`config.mk`:
```
export PLATFORM = sky130hd
export DESIGN_NAME = fifo_write_arbiter
export DESIGN_NICKNAME = d
export VERILOG_FILES = /design/src/rtl/fifo_arb_pkg.sv /design/src/rtl/rr_pick.sv /design/src/rtl/fifo_write_arbiter.sv
export SDC_FILE = /design/constraint.sdc
export NUM_CORES = 1
export LEC_CHECK = 0
export CAP_MARGIN = 20
export CORE_AREA = 5 5 79 66
export CTS_CLUSTER_SIZE = 8
export DETAILED_ROUTE_END_ITERATION = 6
export DIE_AREA = 0 0 84 71
export PLACE_DENSITY = 0.79
export SETUP_SLACK_MARGIN = 0.5
export SLEW_MARGIN = 20
export SYNTH_ARGS = -nofsm -noshare
export SYNTH_HDL_FRONTEND = slang
export SYNTH_SLANG_ARGS = --single-unit
```
`constraint.sdc`:
```
create_clock -name clk -period 3.5 [get_ports clk]
set_input_delay 0.525 -clock clk [delete_from_list [all_inputs] [get_ports clk]]
set_output_delay 0.525 -clock clk [all_outputs]
set_load 0.01 [all_outputs]
```
`src/rtl/fifo_arb_pkg.sv`:
```
// Shared types, default parameters and width helper for the FIFO write arbiter.
package fifo_arb_pkg;

  typedef enum logic {
    ST_RUN   = 1'b0,
    ST_FLUSH = 1'b1
  } arb_state_e;

  localparam int unsigned DEF_NREQ  = 4;
  localparam int unsigned DEF_WIDTH = 8;
  localparam int unsigned DEF_DEPTH = 256;

  // Ceiling log2, usable in parameter context.
  function automatic int unsigned clog2(input int unsigned n);
    int unsigned r;
    r = 0;
    for (int unsigned i = 0; i < 32; i++) begin
      if ((64'(1) << i) < 64'(n)) r = i + 1;
    end
    return r;
  endfunction

endpackage

```
`src/rtl/rr_pick.sv`:
```
// Round-robin pick: rotate from last_i+1, first valid requester wins; optional
// strict priority for requester 0, which then sits outside the rotation.
module rr_pick
  import fifo_arb_pkg::*;
#(
  parameter int unsigned NREQ    = DEF_NREQ,
  parameter bit          PRIO_EN = 1'b0,
  localparam int unsigned IDXW   = clog2(NREQ)
) (
  input  logic [NREQ-1:0] valid_i,
  input  logic [IDXW-1:0] last_i,
  input  logic            en_i,
  output logic [NREQ-1:0] grant_c_o,
  output logic [IDXW-1:0] idx_c_o,
  output logic            any_c_o
);

  always_comb begin
    logic            found;
    int unsigned     cand;
    logic [IDXW-1:0] cand_idx;
    grant_c_o = '0;
    idx_c_o   = '0;
    found     = 1'b0;
    cand      = 0;
    cand_idx  = '0;
    if (en_i) begin
      if (PRIO_EN && valid_i[0]) begin
        grant_c_o[0] = 1'b1;
        found        = 1'b1;
      end else begin
        for (int unsigned k = 1; k <= NREQ; k++) begin
          cand     = (32'(last_i) + k) % NREQ;
          cand_idx = IDXW'(cand);
          if (!found && valid_i[cand_idx] && !(PRIO_EN && cand == 0)) begin
            grant_c_o[cand_idx] = 1'b1;
            idx_c_o             = cand_idx;
            found               = 1'b1;
          end
        end
      end
    end
    any_c_o = found;
  end

endmodule

```
`src/rtl/fifo_write_arbiter.sv`:
```
// Round-robin arbiter for the single FIFO write port with occupancy tracking,
// backpressure and flush sequencing. Define FIFO_ARB_PRIORITY_EN for strict
// priority on requester 0.
module fifo_write_arbiter
  import fifo_arb_pkg::*;
#(
  parameter int unsigned NREQ  = DEF_NREQ,
  parameter int unsigned WIDTH = DEF_WIDTH,
  parameter int unsigned DEPTH = DEF_DEPTH,
  localparam int unsigned LVLW = clog2(DEPTH),
  localparam int unsigned IDXW = clog2(NREQ)
) (
  input  logic                  clk,
  input  logic                  reset,
  input  logic [NREQ-1:0]       req_valid,
  input  logic [NREQ*WIDTH-1:0] req_data,
  output logic [NREQ-1:0]       req_ready,
  input  logic                  flush,
  output logic [WIDTH-1:0]      fifo_write_data,
  output logic                  fifo_write_strobe,
  input  logic                  fifo_read_strobe,
  output logic                  fifo_clear,
  output logic [LVLW-1:0]       level,
  output logic                  full,
  output logic                  underflow,
  output logic [IDXW-1:0]       grant_id
);

`ifdef FIFO_ARB_PRIORITY_EN
  localparam bit PRIO_EN = 1'b1;
`else
  localparam bit PRIO_EN = 1'b0;
`endif

  localparam logic [LVLW-1:0] LVL_MAX = LVLW'(DEPTH - 1);

  arb_state_e       state_q, state_d;
  logic [LVLW-1:0]  level_q, level_d;
  logic             uf_q, uf_d;
  logic [IDXW-1:0]  last_q, last_d;
  logic [IDXW-1:0]  gid_q, gid_d;
  logic             wstb_q, wstb_d;
  logic [WIDTH-1:0] wdata_q, wdata_d;
  logic             clear_q, clear_d;

  logic             accept_en;
  logic [NREQ-1:0]  pick_grant;
  logic [IDXW-1:0]  pick_idx;
  logic             pick_any;
  logic             rd_ok;
  logic [WIDTH-1:0] data_arr [NREQ];

  for (genvar g = 0; g < NREQ; g++) begin : g_unpack
    assign data_arr[g] = req_data[g*WIDTH +: WIDTH];
  end

  // No grant while in reset, flushing, or at capacity.
  assign accept_en = !reset && (state_q == ST_RUN) && !flush && (level_q < LVL_MAX);

  rr_pick #(
    .NREQ    (NREQ),
    .PRIO_EN (PRIO_EN)
  ) u_pick (
    .valid_i   (req_valid),
    .last_i    (last_q),
    .en_i      (accept_en),
    .grant_c_o (pick_grant),
    .idx_c_o   (pick_idx),
    .any_c_o   (pick_any)
  );

  assign rd_ok = fifo_read_strobe && (level_q != '0);

  // Next-state and registered-output logic.
  always_comb begin
    state_d = state_q;
    level_d = level_q;
    uf_d    = uf_q;
    last_d  = last_q;
    gid_d   = gid_q;
    wstb_d  = 1'b0;
    wdata_d = wdata_q;
    clear_d = 1'b0;
    case (state_q)
      ST_RUN: begin
        if (pick_any) begin
          wstb_d  = 1'b1;
          wdata_d = data_arr[pick_idx];
          gid_d   = pick_idx;
          if (!(PRIO_EN && pick_idx == '0)) last_d = pick_idx;
        end
        if (fifo_read_strobe && level_q == '0) uf_d = 1'b1;
        if (pick_any && !rd_ok) begin
          level_d = level_q + LVLW'(1);
        end else if (!pick_any && rd_ok) begin
          level_d = level_q - LVLW'(1);
        end
        if (flush) begin
          state_d = ST_FLUSH;
          clear_d = 1'b1;
        end
      end
      ST_FLUSH: begin
        level_d = '0;
        uf_d    = 1'b0;
        state_d = ST_RUN;
      end
      default: state_d = ST_RUN;
    endcase
  end

  // Last grant resets to NREQ-1 so requester 0 wins first.
  always_ff @(posedge clk or posedge reset) begin
    if (reset) begin
      state_q <= ST_RUN;
      level_q <= '0;
      uf_q    <= 1'b0;
      last_q  <= IDXW'(NREQ - 1);
      gid_q   <= '0;
      wstb_q  <= 1'b0;
      wdata_q <= '0;
      clear_q <= 1'b0;
    end else begin
      state_q <= state_d;
      level_q <= level_d;
      uf_q    <= uf_d;
      last_q  <= last_d;
      gid_q   <= gid_d;
      wstb_q  <= wstb_d;
      wdata_q <= wdata_d;
      clear_q <= clear_d;
    end
  end

  assign req_ready         = pick_grant;
  assign full              = (level_q == LVL_MAX);
  assign level             = level_q;
  assign underflow         = uf_q;
  assign grant_id          = gid_q;
  assign fifo_write_strobe = wstb_q;
  assign fifo_write_data   = wdata_q;
  assign fifo_clear        = clear_q;

endmodule

```
==> results.md, run 1 <==
- IO buf count: 65
- Area delta synth->final: 50.8%
- Worst-case reg-to-reg path depth: 10
- Synth top area share: 27.2%
- Initial core utilization: 43.9%
- Final Net Count: 345
- TNS Setup: 0 ns
- CTS Buf Count: 3
- CTS root buf: clkbuf_8
- # setup viols final: 0
- Fin. max-slew vios: 0
- Crit path time final: 2.98 ns
- Worst skew pair latency: 0.26 ns
- All-layer global routing usage: 17.7%
- Period utilisation layout: 85.1%
- Clock sink count: 23
- Most frequent cell after synthesis: nor2_1
- Crit path DAT: 3.16 ns
- Mapped Nets: 257
- FF+latch count, synth: 23
- CP Capture Point: level[7]
- First DRT Iteration DRCs: between 100 and 150
- First-pass GRT wire length: 8.95 mm
- Share of cells above drive strength 1: 20.8%
- Max_slew headroom: a little over two fifths
- Hold Worst Slack: 0.486 ns
- Startpoint class of the critical path: flop
- Power density cells: 810 nW/um2
- Synth area leader: dfrtp_1
- Crit Path Category: flop to flop
- Fin cells: 349
- Ant. Diodes: 0
- Die Width: 84 um
- Yosys warnings: 0
- Clk slew on worst S/H paths: 0.08 ns
- Iteration count of the initial detailed-routing pass: 5
- Min-delay worst type: flop to flop
- DP HPWL: roughly 3.8 mm
- Placer Congestion: approximately 0.88
- Worst r2r src: level[6]
- Fin Clk Skew: 0.00381 ns
- Pleak: 0.00130 uW
- Largest net degree at the start of global routing: 24
- Critical Path RT: around 3.7 ns
- Seq/Total Area, Yosys: between 20 and 30%
- Worst VDD drop: 533 uV
- Antenna-violating nets left: 0
- Beginning of the critical path: level[6]
- Clk buf depth: 2
- Post-synth cell types: between 40 and 50
- RSZ-0062 raised after global routing: true
- Die ar.: roughly 6000 um2
- Number of flops mapped to enable cells by yosys: 0
- # hold bufs at CTS: 0
- Number of global-route vias before repair: 1862
- Core Region: 4400 um2
- CTS tree: built
- Initial antenna violation count: 0
- Post-Synthesis Cells: 202
- IO Pins: 66
- WL per Instance: approximately 15 um
- Capturing point of the worst reg2reg path: level[7]
- Commonest cells post-synth: nor2_1, dfrtp_1, mux2i_1
- Worst-path maximum fanout: 5
- Cell Area, Synth: 1930 um2
- DR DRC count: 0
- Cell row count: 22
- Die Y: between 70 and 80 um
- Placed cells: 329
- Outcome: finished, final reports clean
- Max cap viols: 0
- Fmax: approximately 0.34 GHz
- Final Hold Fails: 0
- Main flop type after synthesis: dfrtp_1
- Via count: ~1900
- Worst-Margin Slew: 0.868 ns
- CP Capture Type: flop
- H-tree Lvls: 1
- Grt total ovfl: 0
- Final WL: 5.37 mm
- DR vias/cell: 5.48
- Largest cells by area after synthesis: dfrtp_1, mux2i_1, ha_1
- Post-synth ARST share: 100%
- R2R Setup Slk: 0.52 ns
- Syn Area/Cell: 9.56 um2
[power breakdown]
part | switching, uW | internal (uW)
combinational | 800 | 895
sequential | 109 | 390
clock | 86.1 | 79.5
[metal layers]
layer | track usage [%] | share of wire [%] | vias up | wire (um)
met4 | 1.61 | 0 | 0 | 0
met2 | 29.2 | 45 | 89 | 2420
met3 | 5.12 | 8.3 | 0 | 447
met5 | 0 | 0 | - | 0
li1 | - | - | 927 | -
met1 | 24.2 | 47 | 898 | 2500
[flip-flops by register name, indices dropped and copies added, names as in the netlist]
name               flops
grant_id               2
fifo_write_strobe      1
level                  8
last_q                 2
underflow              1
fifo_write_data        8
fifo_clear             1
[stage by stage]
| stage | setup slack (ns) | instance area (um2) | power (uW) | util (%) |
|---|---|---|---|---|
| floorplan | 0.516 | 1940 | 1510 | - |
| global placement | 0.194 | 2690 | 1930 | 61.1 |
| detailed placement | 0.113 | 2690 | 1970 | 61.1 |
| CTS | 0.536 | 2890 | 2290 | 65.6 |
| global route | 0.399 | 2910 | 2540 | 66.2 |
| finish | 0.521 | 2910 | 2360 | 66.2 |
[logic make-up after synthesis]
| kind of cell | count (synthesis) | synth area share (%) |
|---|---|---|
| flops | 23 | 29.9 |
| buf+inv | 20 | 5.12 |
| compound gates | 48 | 18.6 |
| mux | 23 | 14.1 |
| fa+ha+maj | 15 | 10.1 |
| xor+xnor | 6 | 4.66 |
| simple gates | 67 | 17.6 |
[cells in the final DEF (no fill, tap or decap), drive strengths merged, types with 2 or more instances in the layout]
cell type,count
mux4,3
a221oi,5
inv,10
nor4,2
clkdlybuf4s50,57
a22oi,4
dfstp,2
dfrtp,21
or4,3
nor3,5
o21ai,11
nor3b,2
nand2,17
a221o,3
a21oi,6
nor2b,3
nor2,27
xnor2,5
nand4,2
mux2i,20
dlygate4sd2,4
buf,28
nand2b,2
o211ai,2
ha,14
o221ai,8
nand3b,2
o21a,2
clkbuf,5
[what timing repair did]
action	CTS	global route
setup buffers	15	1
pin swaps	2	3
endpoints found under the hold margin	0	0
gates resized for setup	22	14
setup endpoints to repair	6	7
[area by class of cell]
cell class,instances,area (um2)
Clock buffer,3,41.3
Clock inverter,1,5.00
Fill cell,353,1490
Inverter,11,45.0
Multi-Input combinational cell,159,1310
Sequential cell,23,579
Tap cell,60,75.1
Timing Repair Buffer,92,861
[worst min-delay path by stage]
stage	from	end	slack (ns)	cells past startpoint
2_1_floorplan	grant_id[0]	grant_id[0]	0.51	2
3_3_place_gp	grant_id[1]	grant_id[1]	0.46	2
3_5_place_dp	grant_id[1]	grant_id[1]	0.47	2
4_1_cts	grant_id[1]	grant_id[1]	0.49	2
5_1_grt	grant_id[1]	grant_id[1]	0.51	2
6_report	grant_id[1]	grant_id[1]	0.49	2
[critical path: stages, from the launching register on]
cell and delay (ns):
dfrtp_1 0.44, or4_1 0.61, o21ai_4 0.21, nand2_2 0.11, buf_4 0.17, ha_1 0.32, o21a_1 0.15, a2111oi_2 0.44
nor3_1 0.11, o21ai_0 0.15, nor3b_1 0.20
No activity file was read; power rests on OpenSTA's default activity.
==> run 2, diff against run 1 <==
- GPL_TIMING_DRIVEN: not set -> 0
==> run 2 against run 1 <==
  * Maximum frequency rose by 0.49%
  * Wire length grew 3.6%
  * Critical path type is now flop to output port
  * Clock power is 4% higher
  * Critical endpoint is now req_ready[0]
==> results.md, run 2 (synthesis results as in run 1) <==
- Power density cells: 817 nW/um2
- Fmax: 0.337 GHz
- Max_slew headroom: between 40% and 50%
- Period utilisation layout: 84.7%
- Crit path time final: ~3.0 ns
- Worst skew pair latency: 0.27 ns
- # hold bufs at CTS: 0
- Die Width: around 84 um
- Pleak: 0.00133 uW
- Clock sink count: 23
- Clk slew on worst S/H paths: 0.08 ns
- Via count: 1921
- Iteration count of the initial detailed-routing pass: 4
- DR DRC count: 0
- Number of global-route vias before repair: 1917
- Die Y: roughly 71 um
- # setup viols final: 0
- DR vias/cell: 5.50
- Fin Clk Skew: 0.00616 ns
- Core Region: approximately 4400 um2
- H-tree Lvls: 1
- CTS tree: built
- RSZ-0062 raised after global routing: true
- Initial antenna violation count: 0
- CTS root buf: clkbuf_8
- Critical Path RT: between 2 and 3 ns
- Initial core utilization: a little over two fifths
- CTS Buf Count: 3
- IO Pins: 66
- DP HPWL: between 3 and 4 mm
- Placer Congestion: 0.855
- Area delta synth->final: 54.5%
- Worst-path maximum fanout: 9
- Crit path DAT: 2.44 ns
- Final Net Count: 345
- Post-route cell area: 2980 um2
- Final Hold Fails: 0
- Max cap viols: 0
- Share of cells above drive strength 1: a little under a quarter
- All-layer global routing usage: 18.2%
- Worst VDD drop: ~500 uV
- CP Capture Type: output port
- First DRT Iteration DRCs: 76
- Hold Worst Slack: roughly 0.49 ns
- IO buf count: 65
- Crit Path Category: flop to output port
- WL per Instance: 15.9 um
- Commonest cells after routing, fill and taps aside: clkdlybuf4s50_1, nor2_1, mux2i_1, dfrtp_1, buf_4
- Outcome: finished, final reports clean
- Final WL: about 5.6 mm
- Worst-Margin Slew: 0.871 ns
- Fill count: 360
- Startpoint class of the critical path: flop
- Ant. Diodes: 0
- Die ar.: slightly below 6000 um2
- Cell row count: 22
- Largest net degree at the start of global routing: 24
- Placed cell area: approximately 2700 um2
- Clk buf depth: 2
- Most common cell after layout, fill and taps aside: clkdlybuf4s50_1
- Antenna-violating nets left: 0
- Fin. max-slew vios: 0
- TNS Setup: 0 ns
- First-pass GRT wire length: 9.14 mm
- Min-delay worst type: flop to flop
- Grt total ovfl: 0
## run 2: changes by cell type in the layout (fill, tap and decap cells not counted), moves of 2 or more
cell | previous run | this run
a22oi_2 | 1 | 4
a22oi_1 | 3 | 0
buf_2 | 1 | 4
buf_8 | 0 | 2
buf_6 | 4 | 2
inv_2 | 2 | 0
clkbuf_8 | 3 | 5
buf_4 | 22 | 18
clkbuf_1 | 0 | 3
clkbuf_2 | 2 | 0
## run 2: report_power, final
part / leakage [uW] / internal [uW] / switching [uW]
logic: 0.00102 / 923 / 850
registers: 0.000281 / 390 / 103
clock network: 0.0000255 / 79.7 / 92.7
total: 0.00133 / 1390 / 1050
## run 2: worst paths after layout
check	startpoint	endpoint	slack [ns]	cells past startpoint
worst min register to register	grant_id[1]	grant_id[1]	0.49	2
worst max-delay path	last_q[0]	req_ready[0]	0.54	9
worst max register to register	level[0]	level[7]	0.61	11
max in group asynchronous	reset	level[0]	2.13	2
worst min-delay path	grant_id[1]	grant_id[1]	0.49	2
min in group asynchronous	reset	fifo_clear	0.78	2
## run 2: what timing repair did
action	in CTS	in global routing
gates resized for setup	45	14
setup endpoints to repair	11	5
pin swaps	8	4
setup buffers	14	4
## run 2: final cells by class
cell class / count / area, um2 / share of cell area, %
multi-input cells: 159 / 1380 / 46.2
plain buffers: 9 / 91.3 / 3.06
flip-flops and latches: 23 / 579 / 19.4
repair buffers: 83 / 761 / 25.5
clock buffers: 3 / 41.3 / 1.38
clock inverters: 1 / 5.00 / 0.168
well taps: 60 / 75.1 / 2.52
inverters: 11 / 51.3 / 1.72
## run 2: routing by layer
metal / track usage, % / up-vias / part of all wire (%)
met2: 30.5 / 75 / 46
li1: - / 925 / -
met3: 5.47 / 2 / 7.2
met5: 0 / - / 0
met1: 24.2 / 919 / 46
met4: 2.14 / 0 / 0.29
## run 2: stage by stage
step	setup slack, ns	total power (uW)	cells	util (%)
2_1_floorplan	0.516	1510	202	-
3_3_place_gp	-0.243	1940	327	60.5
3_5_place_dp	-0.323	1970	327	60.5
4_1_cts	0.538	2260	345	65.7
5_1_grt	0.450	2620	349	67.8
6_report	0.536	2440	349	67.8
## run 2: critical path, cell delays in order, from the launching register on
cell        delay [ns]
dfstp_2           0.56
buf_8             0.10
clkinvlp_4        0.08
ha_4              0.29
buf_4             0.11
mux4_2            0.31
buf_8             0.16
a221oi_1          0.32
nor2_1            0.06
buf_2             0.16
